===== config.mk =====
export PLATFORM = sky130hd
export DESIGN_NAME = left_shift_seq
export DESIGN_NICKNAME = d
export VERILOG_FILES = /design/src/rtl/left_shift_seq_pkg.sv /design/src/rtl/left_shift_stage.sv /design/src/rtl/left_shift_seq.sv
export SDC_FILE = /design/constraint.sdc
export NUM_CORES = 1
export LEC_CHECK = 0
export ABC_AREA = 1
export CORE_ASPECT_RATIO = 0.5
export CORE_MARGIN = 1
export CORE_UTILIZATION = 40
export CTS_CLUSTER_SIZE = 30
export DETAILED_ROUTE_END_ITERATION = 7
export GPL_TIMING_DRIVEN = 0
export PLACE_DENSITY = 0.65
export SYNTH_ARGS = -nofsm -noshare
export SYNTH_HDL_FRONTEND = slang
export SYNTH_SLANG_ARGS = --single-unit

===== constraint.sdc =====
create_clock -name clock -period 3.3 [get_ports clock]
set_input_delay 0.66 -clock clock [delete_from_list [all_inputs] [get_ports clock]]
set_output_delay 0.66 -clock clock [all_outputs]
set_load 0.1 [all_outputs]

===== src/rtl/left_shift_seq_pkg.sv =====
// rtl/left_shift_seq_pkg.sv - shared state encodings, defaults and sizing helper for left_shift_seq
package left_shift_seq_pkg;

    localparam int DEFAULT_WIDTH = 32;
    localparam int DEFAULT_SHW   = 5;

    typedef enum logic [1:0] {
        ST_IDLE  = 2'b00,
        ST_SHIFT = 2'b01,
        ST_DONE  = 2'b10
    } state_t;

    // Bits needed to hold a stage index 0..shw-1.
    function automatic int stage_idx_width(input int shw);
        return (shw > 1) ? $clog2(shw) : 1;
    endfunction

endpackage


===== src/rtl/left_shift_stage.sv =====
// rtl/left_shift_stage.sv - one barrel-shifter stage: optional left shift by 2^k with lost-ones detect
module left_shift_stage #(
    parameter int WIDTH = 32,
    parameter int KW    = 3
) (
    input  logic [WIDTH-1:0] value,
    input  logic [KW-1:0]    k,
    input  logic             enable,
    output logic [WIDTH-1:0] shifted,
    output logic             lost
);

    logic [WIDTH-1:0] shifted_all;
    logic [WIDTH-1:0] top_bits;

    // Shift by 2^k and isolate the 2^k top bits that would fall off the end.
    always_comb begin
        shifted_all = value << (1 << k);
        top_bits    = value >> (WIDTH - (1 << k));
        shifted     = enable ? shifted_all : value;
        lost        = enable & (|top_bits);
    end

endmodule


===== src/rtl/left_shift_seq.sv =====
// rtl/left_shift_seq.sv - sequential left shifter, one binary stage per clock, fixed latency
module left_shift_seq
    import left_shift_seq_pkg::*;
#(
    parameter int WIDTH = DEFAULT_WIDTH,
    parameter int SHW   = DEFAULT_SHW
) (
    input  logic             clock,
    input  logic             reset_n,
    input  logic             ctrl_shift,
    input  logic [WIDTH-1:0] data_operand,
    input  logic [SHW-1:0]   shamt,
    output logic [WIDTH-1:0] data_result,
    output logic             data_resultRDY,
    output logic             busy,
    output logic             overflow
);

    localparam int KW = stage_idx_width(SHW);

    state_t           state;
    logic [WIDTH-1:0] acc;
    logic [SHW-1:0]   shamt_q;
    logic [KW-1:0]    stage;
    logic             ovf_q;
    logic             rdy_q;
    logic             busy_q;

    logic [WIDTH-1:0] stage_value;
    logic             stage_lost;

    // The single shared stage is steered by the current stage index each cycle.
    left_shift_stage #(
        .WIDTH (WIDTH),
        .KW    (KW)
    ) u_stage (
        .value   (acc),
        .k       (stage),
        .enable  (shamt_q[stage]),
        .shifted (stage_value),
        .lost    (stage_lost)
    );

    // Control FSM: capture at start, walk stages MSB first, pulse ready once, then idle.
    always_ff @(posedge clock or negedge reset_n) begin
        if (!reset_n) begin
            state   <= ST_IDLE;
            acc     <= '0;
            shamt_q <= '0;
            stage   <= '0;
            ovf_q   <= 1'b0;
            rdy_q   <= 1'b0;
            busy_q  <= 1'b0;
        end else begin
            case (state)
                ST_IDLE: begin
                    rdy_q <= 1'b0;
                    if (ctrl_shift) begin
                        acc     <= data_operand;
                        shamt_q <= shamt;
                        stage   <= KW'(SHW - 1);
                        ovf_q   <= 1'b0;
                        busy_q  <= 1'b1;
                        state   <= ST_SHIFT;
                    end
                end
                ST_SHIFT: begin
                    acc   <= stage_value;
                    ovf_q <= ovf_q | stage_lost;
                    if (stage == '0) begin
                        rdy_q <= 1'b1;
                        state <= ST_DONE;
                    end else begin
                        stage <= stage - 1'b1;
                    end
                end
                ST_DONE: begin
                    // Requests seen here are dropped; a new start needs the next IDLE edge.
                    rdy_q  <= 1'b0;
                    busy_q <= 1'b0;
                    state  <= ST_IDLE;
                end
                default: begin
                    rdy_q  <= 1'b0;
                    busy_q <= 1'b0;
                    state  <= ST_IDLE;
                end
            endcase
        end
    end

    assign data_result    = acc;
    assign data_resultRDY = rdy_q;
    assign busy           = busy_q;
    assign overflow       = ovf_q;

endmodule


======== After elaboration in Yosys (flattened, before gate mapping) ========
Cells that the tools add are included.
operators by class
  add/sub/neg operators ................... 2
  $lt $le $gt $ge ......................... 1
  equality and inequality tests ........... 5
  shift-type cells ........................ 3
  muxes and demuxes ....................... 17
  bitwise gates (word level) .............. 3
  reduce and logical (&&, ||, !) cells .... 10
operators by type and width
  kind                   number
  $mux 32                2
  $pmux 32 s2            1
  $reduce_or 32->1       1
  $shl 1x3->32 const A   1
  $shl 32x32->32         1
  $shr 32x32->32         1
  $sub 7x32->32 const A  1
  $reduce_and 2->1       4
  $mux 3                 2
  $ne 2x2->1 const B     3
  $pmux 3 s2             1
  $reduce_and 3->1       2
  $mux 1                 5
  $lt 3x4->1 const B     1
  $mux 2                 2
  $pmux 1 s2             2
  $pmux 2 s2             1
  $bmux 1 s3             1
  $logic_not 3->1        1
  $sub 3x1->3 const B    1
  $eq 2x1->1 const B     1
  $logic_not 2->1        1
  $ne 2x1->1 const B     1
  $reduce_bool 2->1      1
  other kinds (3)        3
word-level totals
  flip-flop bits (word level) ............. 45
  input port bits ......................... 40
  word-level logic and storage cells ...... 48

======== Depth between registers and ports, before layout ========
  depth after elaboration ................. 7
  depth in mapped cells ................... 25
  mapped depth without buffers ............ 24

======== By module ========
From an unflattened synthesis, not the netlist that was laid out.
second synthesis, totals
  cell total of the unflattened synthesis .. 956
  area total of the unflattened synthesis .. 5632.9 um^2
modules (own cells, without submodules)
  module            instances  cells an instance  area each (um^2)  seq. area each (um^2)
  left_shift_stage  1          680                3335.7            0.0
  left_shift_seq    1          276                2297.2            1126.1

======== Least setup slack after synthesis ========
Ideal clock, no wire load.
  kind .................................... flip-flop to flip-flop
  start ................................... register stage[0]
  end ..................................... register ovf_q, in the netlist overflow
  arrival ................................. 3.075 ns
  data required time ...................... 3.232 ns
  slack ................................... 0.157 ns
  cell stages (with the launch flop) ...... 25
  clock period less this slack ............ 3.143 ns
  cells stage by stage .................... dfrtp_1 -> inv_1 -> ha_1 -> nand2_4 -> inv_1 -> nor2_1 -> clkbuf_1 -> o21a_1 -> ha_1 -> inv_1 -> nand2_1 -> nor2_8 -> buf_4 -> nand4_1 -> nand3_1 -> o21ai_1 -> nand3_1 -> nand2_1 -> nand2_1 -> nand2_1 -> nand3_1 -> nand2_1 -> nand2_1 -> nand2_1 -> nand2_1
on the way
  cells in the longest elaborated chain, start to end .. 7
  elaborated cells between the ends (all ways) .. 9
RTL lines
  what                      line                    text
  start: declaration        left_shift_seq.sv:24    logic [KW-1:0] stage;
  start signal: assignment  left_shift_seq.sv:61    stage <= KW'(SHW - 1);
  start signal: assignment  left_shift_seq.sv:74    stage <= stage - 1'b1;
  $shl 1x3->32              left_shift_stage.sv:19  top_bits = value >> (WIDTH - (1 << k));
  $sub 7x32->32             left_shift_stage.sv:19
  $shr 32x32->32            left_shift_stage.sv:19
  $reduce_or 32->1          left_shift_stage.sv:21  lost = enable & (|top_bits);
  $and 1x1->1 *             left_shift_stage.sv:21
  $or 1x1->1 *              left_shift_seq.sv:69    ovf_q <= ovf_q | stage_lost;
  $pmux 1 s2 *              left_shift_seq.sv:55    case (state)
  end signal: assignment    left_shift_seq.sv:69
  end: declaration          left_shift_seq.sv:25    logic ovf_q;
Every way passes the cells marked *; elsewhere a longest branch is shown, timed or not. The select of a mux whose other input is x is not followed.
A chain may end at the register's enable or synchronous reset.

======== Worst setup path in the final report ========
  start ................................... register stage[1]
  end ..................................... register acc[25], in the netlist data_result[25]
on the way
  cells in the longest elaborated chain, start to end .. 4
  elaborated cells between the ends (all ways) .. 8
RTL lines
  what                                                    line                                          text
  $shl 1x3->32 / $bmux 1 s3 (equally long branches)       left_shift_stage.sv:18, left_shift_seq.sv:39
  $shl 32x32->32 / $mux 1 (equally long branches)         left_shift_stage.sv:18, left_shift_seq.sv:39
  $mux 32 / $ne 2x1->1 (equally long branches)            n/a
  $pmux 32 s2 / $reduce_and 3->1 (equally long branches)  n/a
  end signal: assignment                                  left_shift_seq.sv:59                          acc <= data_operand;
  end signal: assignment                                  left_shift_seq.sv:68                          acc <= stage_value;
  end: declaration                                        left_shift_seq.sv:22                          logic [WIDTH-1:0] acc;
Parallel ways exist; a longest one is shown, timed or not. The select of a mux whose other input is x is not followed.

==> summary by stage <==
Status
The run finished with clean final reports.

Yosys
The number of warnings issued by yosys is 0. When the netlist entered floorplanning its net count stood at 787. The share of async-settable or async-resettable flops after synthesis is 1.00. Of the post-synthesis cell area, the dominant cell type holds 0.251. The synthesized cell area is 4490 sq um. The most used flip-flop cell after synthesis is sky130_fd_sc_hd__dfrtp_1. The number of enable flip-flop cells after synthesis is 0.

Of all cell types, the one taking the most synthesized area is sky130_fd_sc_hd__dfrtp_1. By area the synthesized netlist is led by sky130_fd_sc_hd__dfrtp_1 25%, sky130_fd_sc_hd__nand2_1 19%, sky130_fd_sc_hd__o21ai_0 8.3%. The flop and latch count out of synthesis is 45.

Sorting the synthesized cells by how often they occur yields 225 x sky130_fd_sc_hd__nand2_1, 74 x sky130_fd_sc_hd__o21ai_0, 63 x sky130_fd_sc_hd__a21oi_1. The synthesized netlist contains 40 unique library cells. The most instantiated library cell after synthesis is sky130_fd_sc_hd__nand2_1. The mean instance size in the synthesized netlist is 6.06 sq um. The cell count after synthesis came out at 740. The share of the yosys chip area belonging to registers is 0.251.

Floorplanning
The total I/O pin count is 75. The die outline width is 152 um. For this configuration, the core starts out at a cell density of 0.426. The standard cell core area is 10,500 sq um.

The floorplan step defined a die boundary enclosing 11,700 sq um. The floorplan has 26 rows. The floorplan step set the die height to 76.9 um.

Setup path
Broken down by cell family, the worst path's largest delay share belongs to compound AO/OA/AOI/OAI gates. For flop-to-flop paths, the worst setup slack is 0.07 ns. The critical path is of the reg -> reg type. The worst path required time is 3.46 ns.

At the worst endpoint, the arrival time is 3.40 ns. Along the worst path, the maximum fanout reaches 10. The delay of the slowest cell on the worst path is 0.48 ns. The critical path buffer and inverter count is 4. STA classifies the critical path startpoint as a flip-flop. The slowest library cell on the worst path is sky130_fd_sc_hd__o21ai_0.

Walking the worst path, the cells encountered are inv_4 -> ha_4 -> inv_1 -> nor2_4 -> buf_4 -> buf_2 -> o21ai_0 -> o21ai_0 -> nand2_1 -> o211ai_1 -> o211ai_1 -> a21oi_1 -> a21oi_1. The worst setup path is captured at a flip-flop.

Place
Routability-driven placement finished with a final weighted congestion of 0.988. Counting tap cells, the placed design contains a total of 955 instances. The count of input and output buffers is 74. The post-DP HPWL is 17.0 mm.

Clock tree
The CTS sink count is 45. For this design, the CTS-stage hold fixing added 0 buffers. The maximum clock path buffer count is 2. In this run, CTS created clock tree buffers numbering 5. The CTS clock-pin slew for the worst setup and hold paths is 0.07 ns.

The H-tree was split into 2 levels. In this run the clock root is driven by a sky130_fd_sc_hd__clkbuf_16. The clock tree from TritonCTS is built. The clock reaches the later pin of the worst-skew pair after 0.30 ns.

Route
After detailed routing, the number of remaining DRC violations is 0. The first detailed-routing pass took 5 iterations. For this block, the via count after detailed routing is 5,830. The count of routing violations after the opening detailed-route iteration is 719.

The remaining number of nets flagged by the antenna check after routing is 0. The via density per instance is 5.98. The wire length per cell is 22.1 um. The total wirelength of the detailed-routed design is 21.5 mm.

STA
For this run, the top clock speed supported by timing is 309 MHz. The worst hold margin is 0.353 ns. The final number of max-transition violations is 0. Between clock sinks in the finished design, the worst skew comes to 0.00713 ns. The share of the clock period used by the worst path is 0.980. Headroom to the max-slew limit came out at 0.333. The final hold violation count is 0. The slew at the pin with the worst max-slew slack is 0.998 ns.

Setup violations remaining at the end of the flow were counted as 0. The final critical path time including I/O delays and setup is 3.23 ns. Setup repair after global routing could not meet its margin everywhere.

Finish
The final instance count without filler cells is 975. In the final design database the tool counted 881 nets. The total area of sequential cells is 1130 sq um.

The layout cell share with drive strength beyond 1 is 0.111. The count of inserted antenna diode cells is 0. The fill cell instance count of the final layout is 1,066. In the final layout, the multi-input gates occupy 3050 sq um.

The share of the core filled with cells in the final layout is 0.555. Relative to the synthesized area, the layout overhead comes to 30.5%.

Hold path
The class of the worst hold path is in -> async.

Global route
For this run, the total global-route usage over all layers was measured as 0.372. Entering global routing, the biggest net connects 24 pins. The number of antenna violations at the first check in global routing is 0. The first global-routing pass estimated 31.4 mm of wire. The via count of the first global-routing pass came to 5,181. The global-route congestion overflow total is 0.

Run
The max capacitance violation total is 0.
==> sequential cells by signal, indices dropped and copies added, names as in the netlist <==
| register | cells |
|---|---|
| data_result | 32 |
| shamt_q | 5 |
| stage | 3 |
| state | 2 |
| busy | 1 |
| data_resultRDY | 1 |
| overflow | 1 |
==> path summary, 6_finish.rpt <==
| check | start | end | cells after the start |
|---|---|---|---|
| worst max-delay path | stage[1]$_DFFE_PN0P_ | data_result[25]$_DFFE_PN0P_ | 13 |
| worst min-delay path | reset_n | shamt_q[2]$_DFFE_PN0P_ | 1 |
| worst max register to register | stage[1]$_DFFE_PN0P_ | data_result[25]$_DFFE_PN0P_ | 13 |
| worst min register to register | overflow$_DFFE_PN0P_ | overflow$_DFFE_PN0P_ | 2 |
| max in group asynchronous | reset_n | data_result[25]$_DFFE_PN0P_ | 2 |
| min in group clock | overflow$_DFFE_PN0P_ | overflow$_DFFE_PN0P_ | 2 |
==> area by class of cell <==
| cell class | instances | area share |
|---|---|---|
| buffer | 43 | 0.0419 |
| clock buffer | 6 | 0.0220 |
| clock inverter | 2 | 0.00171 |
| inverter | 58 | 0.0408 |
| multi-input combinational | 592 | 0.522 |
| sequential | 45 | 0.193 |
| tap | 140 | 0.0299 |
| timing repair buffer | 89 | 0.149 |
==> metrics by stage <==
stage	setup TNS [ns]	setup slack, ns	cell area [sq um]
after floorplan	0	0.157	4490
after global placement	-0.815	-0.815	5400
after detailed placement	-0.816	-0.816	5420
after CTS	0	0.00203	5620
after global routing	-0.0745	-0.0745	5850
final	0	0.0668	5850
==> cells by family after synthesis <==
family,synth area share
AO/OA/AOI/OAI,0.260
adder cells (fa/ha/maj),0.0195
buffers and inverters,0.0996
flip-flops,0.251
multiplexers,0.0190
AND/OR/NAND/NOR,0.351
==> cells in the final DEF, fill, tap and decap left out, types with 6 or more instances in the layout <==
cell	Yosys	final
sky130_fd_sc_hd__a21oi_1	63	63
sky130_fd_sc_hd__a22oi_1	13	13
sky130_fd_sc_hd__buf_1	6	6
sky130_fd_sc_hd__buf_2	9	9
sky130_fd_sc_hd__buf_4	5	16
sky130_fd_sc_hd__buf_6	4	9
sky130_fd_sc_hd__clkbuf_1	21	17
sky130_fd_sc_hd__clkdlybuf4s50_1	0	73
sky130_fd_sc_hd__dfrtp_1	45	43
sky130_fd_sc_hd__inv_1	51	46
sky130_fd_sc_hd__nand2_1	225	218
sky130_fd_sc_hd__nand2_2	3	7
sky130_fd_sc_hd__nand3_1	55	50
sky130_fd_sc_hd__nand4_1	11	11
sky130_fd_sc_hd__nor2_1	61	60
sky130_fd_sc_hd__o2111ai_1	6	6
sky130_fd_sc_hd__o211ai_1	12	12
sky130_fd_sc_hd__o21ai_0	74	72
sky130_fd_sc_hd__o21ai_1	19	21
==> worst reg2reg max path: stages (launching register included) <==
cell                       delay, ns
sky130_fd_sc_hd__dfrtp_2        0.47
sky130_fd_sc_hd__inv_4          0.10
sky130_fd_sc_hd__ha_4           0.19
sky130_fd_sc_hd__inv_1          0.08
sky130_fd_sc_hd__nor2_4         0.22
sky130_fd_sc_hd__buf_4          0.22
sky130_fd_sc_hd__buf_2          0.31
sky130_fd_sc_hd__o21ai_0        0.32
sky130_fd_sc_hd__o21ai_0        0.49
sky130_fd_sc_hd__nand2_1        0.11
sky130_fd_sc_hd__o211ai_1       0.10
sky130_fd_sc_hd__o211ai_1       0.11
sky130_fd_sc_hd__a21oi_1        0.28
sky130_fd_sc_hd__a21oi_1        0.08
==> metal layers <==
metal / GRT usage / vias to the layer above / part of all wire
met5: 0 / - / 0
met4: 0.0535 / 0 / 0.0087
met3: 0.149 / 17 / 0.14
met2: 0.506 / 332 / 0.39
met1: 0.550 / 2792 / 0.46
li1: - / 2689 / -
==> timing repair <==
item / in CTS / in global routing
setup buffers: 1 / 13
setup endpoints to repair: 1 / 1
pin swaps: 1 / 14
resized for setup: 22 / 38
gates cloned: 0 / 0
Power is left out: the tool's default activity adds up to more than one toggle a clock period on the data nets, which glitch-free logic cannot reach.
